### src/rtl/pipe_pkg.sv
// Shared definitions for the pipeline stage buffer: state encoding and default NOP.
// Used by pipe_stage_buf and pipe_sat_counter.
package pipe_pkg;

    typedef enum logic [1:0] {
        EMPTY = 2'b00,
        ONE   = 2'b01,
        TWO   = 2'b10
    } buf_state_t;

    localparam int unsigned NOP_INSTR_DEF = 0;

endpackage : pipe_pkg

### src/rtl/pipe_sat_counter.sv
// Saturating up-counter: increments on i_inc, sticks at all-ones, cleared only by reset.
module pipe_sat_counter
    import pipe_pkg::*;
#(
    parameter int unsigned WIDTH = 16
) (
    input  logic             i_clk,
    input  logic             i_reset,
    input  logic             i_inc,
    output logic [WIDTH-1:0] o_count
);

    logic [WIDTH-1:0] r_count;
    logic             w_at_max;

    assign w_at_max = (r_count == '1);

    always_ff @(posedge i_clk or posedge i_reset) begin
        if (i_reset) begin
            r_count <= '0;
        end else if (i_inc && !w_at_max) begin
            r_count <= r_count + 1'b1;
        end
    end

    assign o_count = r_count;

endmodule : pipe_sat_counter

### src/rtl/pipe_stage_buf.sv
// Two-entry skid buffer between pipeline stages with sticky halt handling and flush.
// Define PIPE_STAGE_BUF_STATS_EN to add the o_stall_cycles backpressure counter.
module pipe_stage_buf
    import pipe_pkg::*;
#(
    parameter int unsigned                  PC_SIZE          = 32,
    parameter int unsigned                  INSTRUCTION_SIZE = 32,
    parameter logic [INSTRUCTION_SIZE-1:0]  NOP_INSTR        = INSTRUCTION_SIZE'(NOP_INSTR_DEF),
    parameter int unsigned                  STAT_WIDTH       = 16
) (
    input  logic                        i_clk,
    input  logic                        i_reset,
    input  logic                        i_flush,
    input  logic                        i_valid,
    output logic                        o_ready,
    input  logic [PC_SIZE-1:0]          i_next_seq_pc,
    input  logic [INSTRUCTION_SIZE-1:0] i_instruction,
    input  logic                        i_halt,
    output logic                        o_valid,
    input  logic                        i_ready,
    output logic [PC_SIZE-1:0]          o_next_seq_pc,
    output logic [INSTRUCTION_SIZE-1:0] o_instruction,
    output logic                        o_halt,
    output logic                        o_halted
`ifdef PIPE_STAGE_BUF_STATS_EN
   ,output logic [STAT_WIDTH-1:0]       o_stall_cycles
`endif
);

    buf_state_t                  r_state;
    buf_state_t                  w_state_nxt;
    logic                        r_ready;
    logic                        r_halted;
    logic                        w_halted_nxt;

    logic [PC_SIZE-1:0]          r_main_pc;
    logic [INSTRUCTION_SIZE-1:0] r_main_instr;
    logic                        r_main_halt;
    logic [PC_SIZE-1:0]          r_skid_pc;
    logic [INSTRUCTION_SIZE-1:0] r_skid_instr;
    logic                        r_skid_halt;

    logic                        w_in;
    logic                        w_out;
    logic                        w_load_main;
    logic                        w_load_skid;
    logic                        w_promote;

    assign o_valid = (r_state != EMPTY);
    assign o_ready = r_ready;
    assign w_in    = i_valid && r_ready;
    assign w_out   = o_valid && i_ready;

    always_comb begin
        w_state_nxt = r_state;
        w_load_main = 1'b0;
        w_load_skid = 1'b0;
        w_promote   = 1'b0;
        case (r_state)
            EMPTY: begin
                if (w_in) begin
                    w_state_nxt = ONE;
                    w_load_main = 1'b1;
                end
            end
            ONE: begin
                if (w_in && !w_out) begin
                    w_state_nxt = TWO;
                    w_load_skid = 1'b1;
                end else if (!w_in && w_out) begin
                    w_state_nxt = EMPTY;
                end else if (w_in && w_out) begin
                    w_load_main = 1'b1;
                end
            end
            TWO: begin
                // o_ready is low here, so only a drain can happen
                if (w_out) begin
                    w_state_nxt = ONE;
                    w_promote   = 1'b1;
                end
            end
            default: begin
                w_state_nxt = EMPTY;
            end
        endcase
        if (i_flush) begin
            w_state_nxt = EMPTY;
            w_load_main = 1'b0;
            w_load_skid = 1'b0;
            w_promote   = 1'b0;
        end
    end

    always_comb begin
        w_halted_nxt = r_halted || (w_in && i_halt);
        if (i_flush) begin
            w_halted_nxt = 1'b0;
        end
    end

    // o_ready is computed from next-state values so it never depends on i_ready combinationally
    always_ff @(posedge i_clk or posedge i_reset) begin
        if (i_reset) begin
            r_state  <= EMPTY;
            r_ready  <= 1'b1;
            r_halted <= 1'b0;
        end else begin
            r_state  <= w_state_nxt;
            r_ready  <= (w_state_nxt != TWO) && !w_halted_nxt;
            r_halted <= w_halted_nxt;
        end
    end

    always_ff @(posedge i_clk or posedge i_reset) begin
        if (i_reset) begin
            r_main_pc    <= '0;
            r_main_instr <= NOP_INSTR;
            r_main_halt  <= 1'b0;
        end else if (w_load_main) begin
            r_main_pc    <= i_next_seq_pc;
            r_main_instr <= i_instruction;
            r_main_halt  <= i_halt;
        end else if (w_promote) begin
            r_main_pc    <= r_skid_pc;
            r_main_instr <= r_skid_instr;
            r_main_halt  <= r_skid_halt;
        end
    end

    always_ff @(posedge i_clk or posedge i_reset) begin
        if (i_reset) begin
            r_skid_pc    <= '0;
            r_skid_instr <= NOP_INSTR;
            r_skid_halt  <= 1'b0;
        end else if (w_load_skid) begin
            r_skid_pc    <= i_next_seq_pc;
            r_skid_instr <= i_instruction;
            r_skid_halt  <= i_halt;
        end
    end

    always_comb begin
        o_next_seq_pc = '0;
        o_instruction = NOP_INSTR;
        o_halt        = 1'b0;
        if (r_state != EMPTY) begin
            o_next_seq_pc = r_main_pc;
            o_instruction = r_main_instr;
            o_halt        = r_main_halt;
        end
    end

    assign o_halted = r_halted;

`ifdef PIPE_STAGE_BUF_STATS_EN
    logic w_stall;

    assign w_stall = o_valid && !i_ready;

    pipe_sat_counter #(
        .WIDTH (STAT_WIDTH)
    ) u_stall_cnt (
        .i_clk   (i_clk),
        .i_reset (i_reset),
        .i_inc   (w_stall),
        .o_count (o_stall_cycles)
    );
`endif

endmodule : pipe_stage_buf

### config.mk
export PLATFORM = sky130hd
export DESIGN_NAME = pipe_stage_buf
export DESIGN_NICKNAME = d
export VERILOG_FILES = /design/src/rtl/pipe_pkg.sv /design/src/rtl/pipe_sat_counter.sv /design/src/rtl/pipe_stage_buf.sv
export SDC_FILE = /design/constraint.sdc
export NUM_CORES = 1
export LEC_CHECK = 0
export BUFFER_PORTS_ARGS = -buffer_cell sky130_fd_sc_hd__buf_2
export CAP_MARGIN = 10
export CORE_MARGIN = 1
export CORE_UTILIZATION = 45
export DETAILED_ROUTE_END_ITERATION = 16
export GPL_TIMING_DRIVEN = 0
export HOLD_SLACK_MARGIN = 0.02
export PLACE_DENSITY = 0.78
export SETUP_SLACK_MARGIN = 0.02
export SLEW_MARGIN = 25
export SYNTH_ARGS = -nofsm -noshare
export SYNTH_HDL_FRONTEND = slang
export SYNTH_SLANG_ARGS = --single-unit
### constraint.sdc
create_clock -name i_clk -period 14.7 [get_ports i_clk]
set_clock_uncertainty 0.2 [all_clocks]
set_input_delay 2.94 -clock i_clk [delete_from_list [all_inputs] [get_ports i_clk]]
set_output_delay 2.94 -clock i_clk [all_outputs]
set_load 0.02 [all_outputs]
==> summary.md, run 1 <==
| Metric | Value |
|---|---|
| Commonest non-fill, non-tap cell in the layout | buf_2 |
| R2R depth | 5 |
| Pwr/cell area | 158 nW/um2 |
| Global placer's final weighted congestion | 0.765 |
| Synthesis Warnings | 0 |
| Nets | 678 |
| Ranking of synthesized cells by area | dfrtp_1 56%, and2_1 13%, a221o_1 11% |
| EDFF count, synth | 0 |
| Final Hold Viols | 0 |
| R2r setup slk | 12.69 ns |
| Rel. slew slack | 66.1% |
| RSZ-0062 raised after global routing | no |
| Synth top area share | 56.4% |
| Die Height | 117 um |
| Average size of a mapped cell | 13.1 um2 |
| Register area share after synthesis | 56.9% |
| WS Path Type | reg -> out |
| CTS tree | done |
| Core area | 12,700 um2 |
| GRT Util Overall | 21.7% |
| Synth area leader | dfrtp_1 |
| # diodes | 0 |
| Die width | 117 um |
| Clk root buf | clkbuf_16 |
| Worst setup SP type | register |
| Finish-stage setup viols | 0 |
| DRT iter0 DRCs | 255 |
| Peak supply drop | 77.1 uV |
| Async set-reset flop share out of synthesis | 100% |
| Least-Margin Pin Slew | 0.508 ns |
| RR Endpoint | r_skid_instr[30] |
| Area Overhead vs Synth | 27.0% |
| Worst-skew pair later-pin latency | 0.42 ns |
| Fin crit period | 5.35 ns |
| Vias in the first global route | 4,345 |
| Remaining antenna violation count | 0 |
| Largest net degree at the start of global routing | 70 |
| DRC Markers | 0 |
| Synth cell types | 28 |
| Cts-stage hold buffer count | 0 |
| Worst hold endpoint | r_skid_pc[10] |
| DR vias/cell | 5.32 |
| Status | finished, final reports clean |
| First-pass GRT wire length | 21,800 um |
| Row cnt | 41 |
| Commonest cells after routing, fill and taps aside | 149 x buf_2, 133 x dfrtp_1, 127 x and2_1 |
| F_max | 187 MHz |
| Final Non-Filler Cells | 793 |
| HP Class | reg -> reg |
| Setup TNS | 0 ns |
| Worst Setup End Kind | output pin |
| GR Overflow Total | 0 |
| Max_cap viols | 0 |
| Initial antenna violation count | 0 |
| CTS H-Tree Depth | 4 |
| Yosys reg bits | 134 |
| Placed Cells | 761 |
| Placed wire-length estimate | 9590 um |
| Clk sinks | 134 |
| FF-to-FF Start | o_ready |
| Initial DRT Pass Iterations | 5 |
| Hold path depth | 1 |
| Tcrit/Tclk final | 36.4% |
| Hold path start | r_skid_pc[10] |
| Crit-path max FO | 10 |
| CP Data Required Time | 11.56 ns |
| Synthesized area | 5900 um2 |
| Share of cells above drive strength 1 | 33.7% |
| Post-CTS setup repair buffer count | 0 |
| CP Launch Point | r_state[0] |
| Synthesized Nets | 521 |
| Clk slew on worst S/H paths | 0.06 ns |
| DR WL/cell | 17.6 um |
| TritonCTS buffer count | 17 |
| Aggregate routed wire length | 13,900 um |
| Die area | 13,600 um2 |
| Mapped Cells | 451 |
| IO Port Bufs | 137 |
| Lkg Pwr | 3.69 nW |
| Initial core utilization | 46.4% |
| Slew Limit Fails | 0 |
| CP Data Arrival Time | 2.21 ns |
| Synth Flop Type | dfrtp_1 |
| Resize count post-CTS | 0 |
| Ports | 138 |
| Vias post-DR | 4,219 |
| Clock Path Buffers | 2 |
-- synthesized netlist by cell type (3+ instances only) --
library cell / number
dfrtp_1: 133
and2_1: 127
a221o_1: 62
mux2_1: 50
mux2_2: 15
clkbuf_1: 13
buf_2: 12
buf_6: 5
mux2i_1: 5
nand2_1: 5
buf_1: 3
nor2_1: 3
o21ai_1: 3
-- critical path, cell delays in order, from the launching register on --
cell and delay [ns]:
dfrtp_1 0.45, or2_2 0.18, buf_1 0.41, clkbuf_1 0.39
and2_1 0.20, buf_2 0.16
-- power breakdown --
group | switching (W) | internal, W | leakage [nW]
clock network | 0.000153 | 0.000318 | 0.327
registers | 0.0000487 | 0.000469 | 1.67
logic | 0.0000955 | 0.000101 | 1.70
total | 0.000298 | 0.000888 | 3.69
-- worst max-delay path by stage --
stage / end / slack [ns] / cells past startpoint
after global placement: r_main_instr[21] / 6.63 / 2
after detailed placement: o_next_seq_pc[11] / 9.72 / 5
after global routing: o_next_seq_pc[3] / 9.17 / 5
after CTS: o_next_seq_pc[11] / 9.27 / 5
after floorplan: o_halted / 7.98 / 1
final: o_next_seq_pc[11] / 9.35 / 5
-- metal layers --
layer / vias to the layer above / part of all wire, % / track usage (%)
met4: 0 / 1.7 / 10.6
met2: 123 / 51 / 36.0
met1: 2139 / 43 / 26.3
met3: 16 / 4.5 / 5.55
met5: - / 0 / 0
li1: 1941 / - / -
-- state kept, by name, indices dropped and copies added, names as in the netlist --
signal and flops:
r_main_instr 32, r_main_pc 32, r_skid_instr 32, r_skid_pc 32, r_state 2, o_halted 1
o_ready 1, r_main_halt 1, r_skid_halt 1
-- cell type report --
class / instances / area [um2]
plain buffers: 34 / 184
clock buffers: 23 / 488
clock inverters: 9 / 170
fillers: 1077 / 5230
inverters: 1 / 11.3
multi-input cells: 282 / 2360
flip-flops and latches: 134 / 3350
well taps: 172 / 215
repair buffers: 138 / 713
-- cells by family after synthesis --
logic type | Yosys count | synth area share [%]
AOI/OAI and AO/OA | 68 | 11.1
buffers and inverters | 35 | 3.18
DFF | 134 | 56.9
muxes | 70 | 13.3
and+or+nand+nor | 144 | 15.6
-- per-stage QoR --
step	utilization [%]	hold WS, ns	cell area, um2	total power (W)	setup slack (ns)
floorplan	-	0.249	5900	0.000647	7.98
global placement	53.5	0.258	6800	0.000702	6.63
detailed placement	53.7	0.267	6840	0.000722	9.72
CTS	58.9	0.279	7490	0.00120	9.27
global route	58.9	0.288	7490	0.00124	9.17
finish	58.9	0.276	7490	0.00119	9.35
(Power assumes the default switching activity.)
==> inputs of run 2 (changes only) <==
--- a/config.mk
+++ b/config.mk
@@ -12,7 +12,7 @@
 export DETAILED_ROUTE_END_ITERATION = 16
 export GPL_TIMING_DRIVEN = 0
 export HOLD_SLACK_MARGIN = 0.02
-export PLACE_DENSITY = 0.78
+export PLACE_DENSITY = 0.8
 export SETUP_SLACK_MARGIN = 0.02
 export SLEW_MARGIN = 25
 export SYNTH_ARGS = -nofsm -noshare
==> constraint.sdc (replaced) <==
create_clock -name i_clk -period 4.75 [get_ports i_clk]
set_clock_uncertainty 0.2 [all_clocks]
set_input_delay 0.95 -clock i_clk [delete_from_list [all_inputs] [get_ports i_clk]]
set_output_delay 0.95 -clock i_clk [all_outputs]
set_load 0.02 [all_outputs]
==> run 2 against run 1 <==
Against the previous run:
- worst setup slack lost 7.9 ns
- worst hold slack got worse by 0.00077 ns
- via count is 1.9% higher
- clock power rose to 2.8 times the previous value
- flip-flop and latch count is the same
- final area is 0.22% lower
- utilization is 0.13 points lower
- sequential power rose to 3.1 times the previous value
- routed wire length down 0.83%
- sequential share of layout area increased by 0.097 points
- non-clock buffer count up 3
- global-route usage is 0.067 points lower
- critical path type unchanged
- highest routed layer is now met5
==> summary.md, run 2 (same netlist as run 1, synthesis figures left out) <==
| Metric | Value |
|---|---|
| Status | finished, final reports clean |
| Resize count post-CTS | 0 |
| Commonest cells after routing, fill and taps aside | 149 x buf_2, 133 x dfrtp_1, 127 x and2_1 |
| Commonest non-fill, non-tap cell in the layout | buf_2 |
| # diodes | 0 |
| Fin crit period | 3.34 ns |
| CTS H-Tree Depth | 4 |
| RSZ-0062 raised after global routing | no |
| Clk sinks | 134 |
| GRT Util Overall | 21.6% |
| Tcrit/Tclk final | 70.3% |
| R2r setup slk | 2.69 ns |
| Worst Setup End Kind | output pin |
| Clock Path Buffers | 2 |
| Least-Margin Pin Slew | 0.530 ns |
| Share of cells above drive strength 1 | 33.7% |
| F_max | 299 MHz |
| Lkg Pwr | 3.67 nW |
| Die area | 13,600 um2 |
| CP Launch Point | r_state[0] |
| Final Hold Viols | 0 |
| TritonCTS buffer count | 17 |
| GR Overflow Total | 0 |
| # fillers | 1,069 |
| Final hold slack | 0.275 ns |
| Initial antenna violation count | 1 |
| Crit-path max FO | 10 |
| First-pass GRT wire length | 21,900 um |
| Placed wire-length estimate | 9720 um |
| Footprint of the multi-input gates | 2360 um2 |
| Die Height | 117 um |
| Area Overhead vs Synth | 26.7% |
| Clk root buf | clkbuf_16 |
| CTS tree | done |
| DRC Markers | 0 |
| DRT iter0 DRCs | 215 |
| Largest net degree at the start of global routing | 34 |
| Nets | 681 |
| Finish-stage setup viols | 0 |
| Aggregate routed wire length | 13,800 um |
| Ports | 138 |
| Peak supply drop | 277 uV |
| HP Class | reg -> reg |
| Worst Setup EP | o_next_seq_pc[4] |
| WS Path Type | reg -> out |
| FF-to-FF Start | o_ready |
| Remaining antenna violation count | 0 |
| IO Port Bufs | 137 |
| Row cnt | 41 |
| Max_cap viols | 0 |
| DR vias/cell | 5.40 |
| R2R depth | 5 |
| Rel. slew slack | 64.6% |
| Die width | 117 um |
| FF+latch area | 3350 um2 |
| Vias post-DR | 4,299 |
| CP Data Required Time | 3.60 ns |
| DR WL/cell | 17.4 um |
| RR Endpoint | r_skid_instr[27] |
| Worst setup SP type | register |
| Pwr/cell area | 473 nW/um2 |
| Slew Limit Fails | 0 |
| Initial core utilization | 46.4% |
| Clk slew on worst S/H paths | 0.06 ns |
| CP Data Arrival Time | 2.19 ns |
| Worst-skew pair later-pin latency | 0.41 ns |
| Core area | 12,700 um2 |
| Post-CTS setup repair buffer count | 0 |
| Initial DRT Pass Iterations | 5 |
| Vias in the first global route | 4,469 |
| Global placer's final weighted congestion | 0.738 |
| Setup TNS | 0 ns |
| Cts-stage hold buffer count | 0 |
[run 2: cell count changes in the layout (fill, tap and decap cells not counted), moves of 2 or more]
cell and change:
buf_12 +4, bufinv_16 -2, clkbuf_1 +2, clkbuf_8 -2
clkinvlp_4 +3
[run 2: routing by layer]
layer / vias up / track usage, % / share of wire [%]
met5: - / 0 / 0.087
met4: 2 / 10.3 / 1.2
met3: 14 / 5.45 / 4.9
met2: 138 / 36.3 / 50
met1: 2198 / 26.1 / 43
li1: 1947 / - / -
[run 2: per-stage QoR]
stage	area (um2)	util [%]	cells	power, W	setup WS (ns)
after floorplan	5900	-	451	0.00200	1.94
final	7480	58.8	796	0.00354	1.41
after global routing	7480	58.8	796	0.00371	1.25
after global placement	6800	53.5	760	0.00217	1.19
after CTS	7480	58.8	796	0.00357	1.34
after detailed placement	6880	54.1	764	0.00223	1.80
[run 2: layout make-up]
cell class              count  share of cell area (%)
well taps                 172                    2.88
clock buffers              23                    6.26
repair buffers            141                    10.2
clock inverters             9                    1.67
inverters                   1                   0.100
plain buffers              34                    2.46
multi-input cells         282                    31.5
flip-flops and latches    134                    44.9
[run 2: power breakdown]
group / leakage (nW) / switching [W] / internal [W] / total, W
combinational: 1.71 / 0.000298 / 0.000316 / 0.000614
clock: 0.287 / 0.000474 / 0.000849 / 0.00132
sequential: 1.67 / 0.000147 / 0.00145 / 0.00160
total: 3.67 / 0.000919 / 0.00262 / 0.00354
[run 2: how the worst min path moves through the flow]
stage | startpoint | endpoint | depth (start not counted)
floorplan | r_skid_halt | r_skid_halt | 1
global placement | r_skid_instr[5] | r_skid_instr[5] | 1
detailed placement | r_skid_pc[27] | r_skid_pc[27] | 1
CTS | r_skid_pc[27] | r_skid_pc[27] | 1
global route | r_skid_pc[27] | r_skid_pc[27] | 1
finish | r_skid_pc[29] | r_skid_pc[29] | 1
[run 2: worst max-delay path, cell delays in order, from the launching register on]
cell and delay (ns):
dfrtp_1 0.45, or2_2 0.18, buf_1 0.38, clkbuf_1 0.39, and2_1 0.21, buf_2 0.17
